$ cat config.mk
export PLATFORM = sky130hd
export DESIGN_NAME = led_matrix_scan
export DESIGN_NICKNAME = d
export VERILOG_FILES = /design/src/rtl/led_matrix_scan.sv
export SDC_FILE = /design/constraint.sdc
export NUM_CORES = 1
export LEC_CHECK = 0
export CORE_MARGIN = 2
export CORE_UTILIZATION = 35
export DETAILED_ROUTE_END_ITERATION = 6
export RECOVER_POWER = 50
export SETUP_SLACK_MARGIN = 0.2
export SLEW_MARGIN = 20
export SYNTH_ARGS = -nofsm -noshare
export SYNTH_HDL_FRONTEND = slang
export SYNTH_SLANG_ARGS = --single-unit
$ cat constraint.sdc
create_clock -name clk -period 6.1 [get_ports clk]
set_input_delay 0.61 -clock clk [delete_from_list [all_inputs] [get_ports clk]]
set_output_delay 0.61 -clock clk [all_outputs]
set_load 0.01 [all_outputs]
$ cat src/rtl/led_matrix_scan.sv
// led_matrix_scan: 4x4 multiplexed LED-matrix scan driver with 4-bit PWM per pixel.
// Rows are scanned one at a time. Each row gets BLANK_TICKS dark ticks, then 15 ON ticks
// in which column c is lit while the tick index is below that pixel's level.
// A double-buffered frame store lets upstream logic fill the back buffer while the
// front buffer is displayed. Buffer roles swap only at a frame boundary.
module led_matrix_scan #(
    parameter int PRESCALE    = 750,
    parameter int BLANK_TICKS = 1
) (
    input  logic       clk,
    input  logic       resetn,
    input  logic       wr_en,
    input  logic [3:0] wr_addr,
    input  logic [3:0] wr_data,
    input  logic       swap_req,
    output logic [3:0] aled,
    output logic [3:0] kled_en,
    output logic       frame_start,
    output logic       swap_done
);

    localparam int PW = (PRESCALE > 1) ? $clog2(PRESCALE) : 1;
    localparam int TW = ($clog2(BLANK_TICKS + 1) > 4) ? $clog2(BLANK_TICKS + 1) : 4;
    localparam logic [PW-1:0] PRESCALE_LAST = PW'(PRESCALE - 1);
    localparam logic [TW-1:0] BLANK_LAST    = TW'(BLANK_TICKS - 1);
    localparam logic [TW-1:0] ON_LAST       = TW'(14);

    typedef enum logic {
        ST_BLANK = 1'b0,
        ST_ON    = 1'b1
    } state_t;

    state_t        r_state;
    logic [PW-1:0] r_presc;
    logic [TW-1:0] r_tick;        // blank tick count in BLANK, PWM slot t in ON
    logic [1:0]    r_row;
    logic          r_front_b;     // 0: buffer A is displayed, 1: buffer B is displayed
    logic          r_pending;     // swap requested, waiting for the frame boundary
    logic          r_bound;       // first BLANK cycle of row 0 after a frame boundary
    logic          r_bound_swap;  // same cycle, and the boundary exchanged the buffers
    logic [3:0]    r_buf_a [16];
    logic [3:0]    r_buf_b [16];

    logic          w_tick_en;
    logic          w_frame_end;
    logic          w_do_swap;
    logic [3:0]    w_px;
    logic [3:0]    w_lit;

    assign w_tick_en   = (r_presc == PRESCALE_LAST);
    assign w_frame_end = w_tick_en && (r_state == ST_ON) && (r_tick == ON_LAST) && (r_row == 2'd3);
    // A request arriving on the boundary cycle itself still takes effect at this boundary.
    assign w_do_swap   = w_frame_end && (r_pending || swap_req);

    // Prescaler: free-running divider, one tick_en per PRESCALE clocks.
    // NOTE: clocked state uses non-blocking assignments so every flop samples pre-edge values.
    always_ff @(posedge clk or negedge resetn) begin
        if (!resetn) begin
            r_presc <= '0;
        end else if (w_tick_en) begin
            r_presc <= '0;
        end else begin
            r_presc <= r_presc + PW'(1);
        end
    end

    // Scan FSM: row/tick sequencing, swap bookkeeping and frame-boundary flags.
    always_ff @(posedge clk or negedge resetn) begin
        if (!resetn) begin
            r_state      <= ST_BLANK;
            r_tick       <= '0;
            r_row        <= 2'd0;
            r_front_b    <= 1'b0;
            r_pending    <= 1'b0;
            r_bound      <= 1'b0;
            r_bound_swap <= 1'b0;
        end else begin
            r_bound      <= w_frame_end;
            r_bound_swap <= w_do_swap;

            if (w_do_swap) begin
                r_front_b <= ~r_front_b;
                r_pending <= 1'b0;
            end else if (swap_req) begin
                r_pending <= 1'b1;
            end

            if (w_tick_en) begin
                if (r_state == ST_BLANK) begin
                    if (r_tick == BLANK_LAST) begin
                        r_state <= ST_ON;
                        r_tick  <= '0;
                    end else begin
                        r_tick <= r_tick + TW'(1);
                    end
                end else begin
                    if (r_tick == ON_LAST) begin
                        r_state <= ST_BLANK;
                        r_tick  <= '0;
                        r_row   <= r_row + 2'd1;
                    end else begin
                        r_tick <= r_tick + TW'(1);
                    end
                end
            end
        end
    end

    // Frame store: writes always target whichever buffer is currently the back buffer.
    // NOTE: the store is reset because a reset must leave every pixel dark; 128 flops is acceptable here.
    always_ff @(posedge clk or negedge resetn) begin
        if (!resetn) begin
            for (int i = 0; i < 16; i++) begin
                r_buf_a[i] <= '0;
                r_buf_b[i] <= '0;
            end
        end else if (wr_en) begin
            if (r_front_b) begin
                r_buf_a[wr_addr] <= wr_data;
            end else begin
                r_buf_b[wr_addr] <= wr_data;
            end
        end
    end

    // PWM compare: column c of the current row is lit while t < its brightness level.
    // NOTE: every variable gets a default first so no path can infer a latch.
    always_comb begin
        w_px  = '0;
        w_lit = '0;
        for (int c = 0; c < 4; c++) begin
            w_px     = r_front_b ? r_buf_b[{r_row, 2'(c)}] : r_buf_a[{r_row, 2'(c)}];
            w_lit[c] = (r_tick < TW'(w_px));
        end
    end

    // Output register: pins change one clock after the state they reflect, glitch-free.
    always_ff @(posedge clk or negedge resetn) begin
        if (!resetn) begin
            aled        <= '0;
            kled_en     <= '0;
            frame_start <= 1'b0;
            swap_done   <= 1'b0;
        end else begin
            if (r_state == ST_ON) begin
                aled    <= 4'b0001 << r_row;
                kled_en <= w_lit;
            end else begin
                aled    <= '0;
                kled_en <= '0;
            end
            frame_start <= r_bound;
            swap_done   <= r_bound_swap;
        end
    end

endmodule

==> metrics.md, run 1 <==
| Metric | Value |
|---|---|
| Vias | `about 4,500` |
| Post-CTS Setup Bufs | `0` |
| Final Worst Setup Slack | `2.27 ns` |
| Total GRT Usage | `around 16%` |
| Max-cap violation count | `1` |
| Rel. slew slack | `-21.6%` |
| Post-synth top flop | `dfrtp_1` |
| Final setup fails | `0` |
| Post-CTS Hold Fix Bufs | `0` |
| Placed insts | `825` |
| Peak Freq | `261 MHz` |
| Chip height | `between 150 and 200 um` |
| Hold Crit Class | `input pin to asynchronous set/reset pin` |
| Clk_lat worst skew | `0.43 ns` |
| Crit. End Element | `flop` |
| Fin crit share | `a little over three fifths` |
| Final setup TNS | `0 ns` |
| EDFF count, synth | `0` |
| Seq/Total Area, Yosys | `around 52%` |
| Synth Instances | `roughly 550` |
| Synthesized Nets | `a little under 600` |
| IO Port Bufs | `21` |
| Worst vdd ir | `0.149 mV` |
| Status | `finished with violations` |
| Worst EP required | `about 6.5 ns` |
| Final Hold Violating Endpoints | `0` |
| Post-CTS Resized | `0` |
| Row cnt | `53` |
| Top Usage Layer GRT | `met2` |
| Pins Over Slew Limit | `31` |
| Clock-pin slew of the registers on the worst-case setup and hold paths | `0.06 ns` |
| Drt total wl | `between 15,000 and 20,000 um` |
| Gpl congestion | `0.798` |
| GRT Residual Overflow | `0` |
| CTS Sinks | `159` |
| H-tree depth | `4` |
| Area grow syn2layout | `13.9%` |
| YS warnings | `0` |
| DR pass1 iterations | `4` |
| Mean post-synth cell area | `13.8 um^2` |
| Root Driver | `clkbuf_16` |
| Worst-case clock buffer depth | `2` |
| Layout fillers | `1,950` |
| Failing checks | `capacitance limit, slew limit` |
| First-pass GRT wire length | `26,700 um` |
| Vias in the first global route | `about 4,800` |
| Crit path max fanout | `30` |
| Clock skew | `0.00998 ns` |
| Drt wl/cell | `19.3 um` |
| Non-Filler Instances | `between 800 and 900` |
| CTS tree | `yes` |
| Crit path time final | `around 3.8 ns` |
| Via/cell ratio | `5.23` |
| Final HPWL DP | `roughly 11,000 um` |
| Layout cells sized above 1 | `35.6%` |
| Leak | `approximately 3.7 nW` |
| Crit start category | `flop` |
| Residual DRC count | `0` |
| Critical path data arrival time | `~4.2 ns` |
| Pwr/cell area | `313 nW/um^2` |
| Area of the mapped netlist | `7610 um^2` |
| RSZ-0062 raised after global routing | `false` |
| Iter 0 DRT Violations | `around 250` |
| CORE AREA | `21,200 um^2` |
| Met2 Usage GRT | `between 20% and 30%` |
| Final #Nets | `602` |
| Die area | `22,900 um^2` |
| N_diodes | `0` |
| Met1 Use GR | `20.1%` |
| Place WS | `2.85 ns` |
| Worst-Margin Slew | `between 1.5 and 2 ns` |
| # IOs | `22` |
| Pin count of the biggest net entering global routing | `97` |
| Routed Antenna Nets | `0` |
| Die X | `151 um` |
| Initial antenna violation count | `0` |
| Register bit total from synthesis | `159` |
| Grt met3 use | `3.74%` |
| Number of CTS-inserted buffers | `17` |
| Setup CP Type | `flop to flop` |
| Unique masters post-synth | `44` |
| Async SR Flop Fraction | `100%` |
| Initial core utilization | `36.0%` |
## worst paths after layout
path / start / to / slack (ns) / cells after the start
hold / removal: resetn / r_presc[1] / 0.27 / 1
max in group asynchronous: resetn / r_front_b / 4.48 / 2
hold reg to reg: r_bound / frame_start / 0.35 / 0
setup / recovery: r_row[0] / kled_en[3] / 2.27 / 8
setup reg to reg: r_row[0] / kled_en[3] / 2.27 / 8
min in group clk: r_bound / frame_start / 0.35 / 0
## where the power goes
part	leakage (nW)	total, mW	switching (mW)	internal [mW]
sequential	2.05	1.31	0.0885	1.22
combinational	1.37	0.323	0.130	0.193
clock	0.289	1.08	0.426	0.653
total	3.70	2.71	0.645	2.07
## registers in the layout, indices dropped and copies added (netlist names), 2 cells and up
name,flops
r_buf_b,64
kled_en,4
r_presc,10
r_buf_a,64
r_row,2
aled,4
r_tick,4
## logic make-up (layout without fill, tap and decap cells)
| group | after synthesis | in the layout | share of synthesized area (%) |
|---|---|---|---|
| buffers and inverters | 40 | 70 | 2.40 |
| xor gates and xnor gates | 8 | 8 | 0.920 |
| and+or+nand+nor | 120 | 120 | 9.22 |
| muxes | 182 | 182 | 30.0 |
| adders and majority gates | 21 | 21 | 3.45 |
| DFF | 159 | 159 | 52.3 |
| AOI/OAI and AO/OA | 21 | 21 | 1.77 |
## worst max-delay path: stages, from the launching register on
cell	delay, ns
dfrtp_1	1.57
buf_4	0.48
mux4_2	0.27
mux2i_1	0.08
ha_1	0.21
or4b_2	0.66
a211oi_1	0.24
nand4_1	0.12
o211ai_1	0.10
## area by class of cell
| cell class | count | area (um^2) | share of cell area, % |
|---|---|---|---|
| multi-input combinational | 352 | 3440 | 39.7 |
| tap | 275 | 344 | 3.97 |
| timing repair buffer | 29 | 267 | 3.07 |
| clock buffer | 18 | 439 | 5.07 |
| inverter | 10 | 37.5 | 0.433 |
| sequential | 159 | 3980 | 45.9 |
| clock inverter | 13 | 163 | 1.88 |
## layer usage
layer / vias up / part of all wire [%]
met5: - / 0
met4: 0 / 2.1
met3: 24 / 3.1
met2: 65 / 49
met1: 2348 / 45
li1: 2036 / -
## metrics by stage
step	hold WS (ns)	util, %	cell area [um^2]	total power [mW]
after floorplan	0.314	-	7610	1.54
after CTS	0.311	41.0	8680	2.74
final	0.272	41.0	8670	2.71
after global placement	0.332	38.2	8090	1.63
after detailed placement	0.336	38.2	8080	1.65
after global routing	0.317	41.0	8670	2.84
## placed cells by master, fill, tap and decap left out, types with 10 or more instances in the layout
master           netlist  routed
clkdlybuf4s50_1        0      16
clkbuf_16              0      17
dfrtp_1              159     159
ha_1                  21      21
nand2_1               28      28
mux2i_1               30      30
nand3_1               12      12
mux4_2                24      24
inv_1                 10      10
nor2_1                27      27
mux2_2               128     128
## Yosys cell counts (2+ instances only)
cell	n	area share (%)
nand4b_1	3	0.35
nand3b_1	4	0.39
nor3_1	8	0.53
mux2i_1	30	3.9
mux4_2	24	7.1
mux2_2	128	19
xor2_1	5	0.58
and2_1	5	0.41
dfrtp_1	159	52
a211oi_1	4	0.39
nor2_1	27	1.3
or4b_2	4	0.53
nand3_1	12	0.79
buf_6	2	0.30
nand2b_1	2	0.16
o211ai_1	5	0.49
clkbuf_1	15	0.74
o21ai_0	8	0.53
nand2_1	28	1.4
nand4_1	7	0.58
buf_2	11	0.72
xnor2_1	3	0.35
nor3b_1	2	0.20
ha_1	21	3.5
inv_1	10	0.49
nor2b_1	4	0.33
nor4_2	2	0.33
a21oi_1	2	0.13
(Power assumes the default switching activity.)
==> inputs of run 2 (changes only) <==
Clock period 6.1 ns to 3.1 ns, I/O delays scaled along.
==> metrics.md, run 2 (same netlist as run 1, synthesis figures left out) <==
| Metric | Value |
|---|---|
| Status | `finished with violations (unchanged)` |
| Failing checks | `capacitance limit, slew limit (unchanged)` |
| Vias in the first global route | `4,963 (was 4,790)` |
| Hold WS | `0.351 ns (was 0.272 ns)` |
| Final HPWL DP | `11,200 um (was 10,900 um)` |
| Drt wl/cell | `19.2 um (was 19.3 um)` |
| Layout fillers | `1,931 (was 1,950)` |
| Clock skew | `0.0108 ns (was 0.00998 ns)` |
| Chip height | `151 um (unchanged)` |
| Post-CTS Setup Bufs | `0 (unchanged)` |
| Rel. slew slack | `-28.8% (was -21.6%)` |
| Largest regs | `r_buf_a: 64 flops, r_buf_b: 64 flops, r_presc: 10 flops (unchanged)` |
| Worst vdd ir | `0.340 mV (was 0.149 mV)` |
| Vias | `4,538 (was 4,473)` |
| Final setup TNS | `0 ns (unchanged)` |
| CTS Sinks | `159 (unchanged)` |
| IO Port Bufs | `21 (unchanged)` |
| RSZ-0062 raised after global routing | `false (unchanged)` |
| Via/cell ratio | `5.23 (about the same)` |
| Hold Crit Class | `flop to flop (was input pin to asynchronous set/reset pin)` |
| Final #Nets | `613 (was 602)` |
| # IOs | `22 (unchanged)` |
| Fin crit share | `85.4% (was 62.8%)` |
| Initial antenna violation count | `0 (unchanged)` |
| Die X | `151 um (unchanged)` |
| Worst-Margin Slew | `1.93 ns (was 1.82 ns)` |
| Placed insts | `835 (was 825)` |
| Number of CTS-inserted buffers | `17 (unchanged)` |
| Crit start category | `flop (unchanged)` |
| Final core occ | `41.4% (was 41.0%)` |
| Worst EP required | `3.45 ns (was 6.45 ns)` |
| Max-cap violation count | `1 (unchanged)` |
| H-tree depth | `4 (unchanged)` |
| Pins Over Slew Limit | `78 (was 31)` |
| Most frequent cells in the layout | `158 x dfrtp_1, 128 x mux2_2, 30 x mux2i_1, 28 x nand2_1, 27 x nor2_1 (was 159 x dfrtp_1, 128 x mux2_2, 30 x mux2i_1, 28 x nand2_1, 27 x nor2_1)` |
| Drt total wl | `16,700 um (was 16,500 um)` |
| Crit path time final | `2.65 ns (was 3.83 ns)` |
| Root Driver | `clkbuf_16 (unchanged)` |
| CTS tree | `yes (unchanged)` |
| Worst-case clock buffer depth | `2 (unchanged)` |
| Crit. End Element | `flop (unchanged)` |
| Total GRT Usage | `15.7% (about the same)` |
| Reg2reg setup slack | `0.45 ns (was 2.27 ns)` |
| Final setup fails | `0 (unchanged)` |
| Leak | `3.72 nW (was 3.70 nW)` |
| Initial core utilization | `36.0% (unchanged)` |
| Peak Freq | `378 MHz (was 261 MHz)` |
| First-pass GRT wire length | `27,000 um (was 26,700 um)` |
| Critical path data arrival time | `3.00 ns (was 4.18 ns)` |
| Setup CP Type | `flop to flop (unchanged)` |
| GRT Residual Overflow | `0 (unchanged)` |
| Pin count of the biggest net entering global routing | `79 (was 97)` |
| Layout cells sized above 1 | `36.6% (was 35.6%)` |
| Non-Filler Instances | `868 (was 856)` |
| Final Hold Violating Endpoints | `0 (unchanged)` |
| Pwr/cell area | `602 nW/um^2 (was 313 nW/um^2)` |
| DR pass1 iterations | `4 (unchanged)` |
| Area grow syn2layout | `15.1% (was 13.9%)` |
| Residual DRC count | `0 (unchanged)` |
| Post-CTS Resized | `0 (unchanged)` |
| Clock-pin slew of the registers on the worst-case setup and hold paths | `0.07 ns (was 0.06 ns)` |
| Routed Antenna Nets | `0 (unchanged)` |
| CORE AREA | `21,200 um^2 (unchanged)` |
| Crit path max fanout | `19 (was 30)` |
| Clk_lat worst skew | `0.44 ns (was 0.43 ns)` |
| Die area | `22,900 um^2 (unchanged)` |
| N_diodes | `0 (unchanged)` |
| Most common cell after layout, fill and taps aside | `dfrtp_1 (unchanged)` |
| Iter 0 DRT Violations | `199 (was 251)` |
| Gpl congestion | `0.769 (was 0.798)` |
| Row cnt | `53 (unchanged)` |
[run 2: what timing repair did]
action | 4_1_cts | 5_1_grt
hold buffers | 1 | 0
endpoints found under the hold margin | 75 | 0
endpoints found under the setup margin | 0 | 0
[run 2: area by class of cell]
type	count	area, um^2	area share [%]
Clock inverter	15	150	1.71
Sequential cell	159	3980	45.4
Multi-Input combinational cell	352	3440	39.3
Timing Repair Buffer	40	382	4.36
Clock buffer	17	425	4.86
Tap cell	275	344	3.93
Inverter	10	37.5	0.429
[run 2: worst paths after layout]
path | start | endpoint | cells past startpoint
min reg2reg | r_bound | frame_start | 0
max | r_front_b | kled_en[0] | 6
min in group asynchronous | resetn | r_presc[6] | 2
max reg2reg | r_front_b | kled_en[0] | 6
max in group asynchronous | resetn | r_buf_b[28] | 3
min | r_bound | frame_start | 0
[run 2: worst max-delay path, stage by stage, from the launching register on]
cell and delay (ns):
dfrtp_1 0.96, mux2i_1 0.21, ha_1 0.23, or4b_2 0.69, a211oi_1 0.24, nand4_1 0.12, o211ai_1 0.11
[run 2: report_power, final]
part           switching, mW  total (mW)  internal [mW]
combinational          0.251       0.638          0.387
clock                  0.932        2.06           1.13
sequential             0.180        2.58           2.40
[run 2: layer usage]
layer / vias to the layer above / part of all wire (%) / GRT usage (%)
met5: - / 0 / 0
met4: 0 / 1.4 / 4.86
met3: 20 / 3.6 / 2.93
met2: 61 / 49 / 26.2
met1: 2388 / 46 / 20.7
li1: 2069 / - / -
[run 2: metrics by stage]
stage / setup WS (ns) / total power, mW / area, um^2
6_report: 0.452 / 5.28 / 8760
5_1_grt: 0.278 / 5.50 / 8760
4_1_cts: 0.443 / 5.33 / 8780
3_5_place_dp: 0.469 / 3.26 / 8200
3_3_place_gp: 0.587 / 3.22 / 8200
2_1_floorplan: 0.598 / 3.03 / 7610
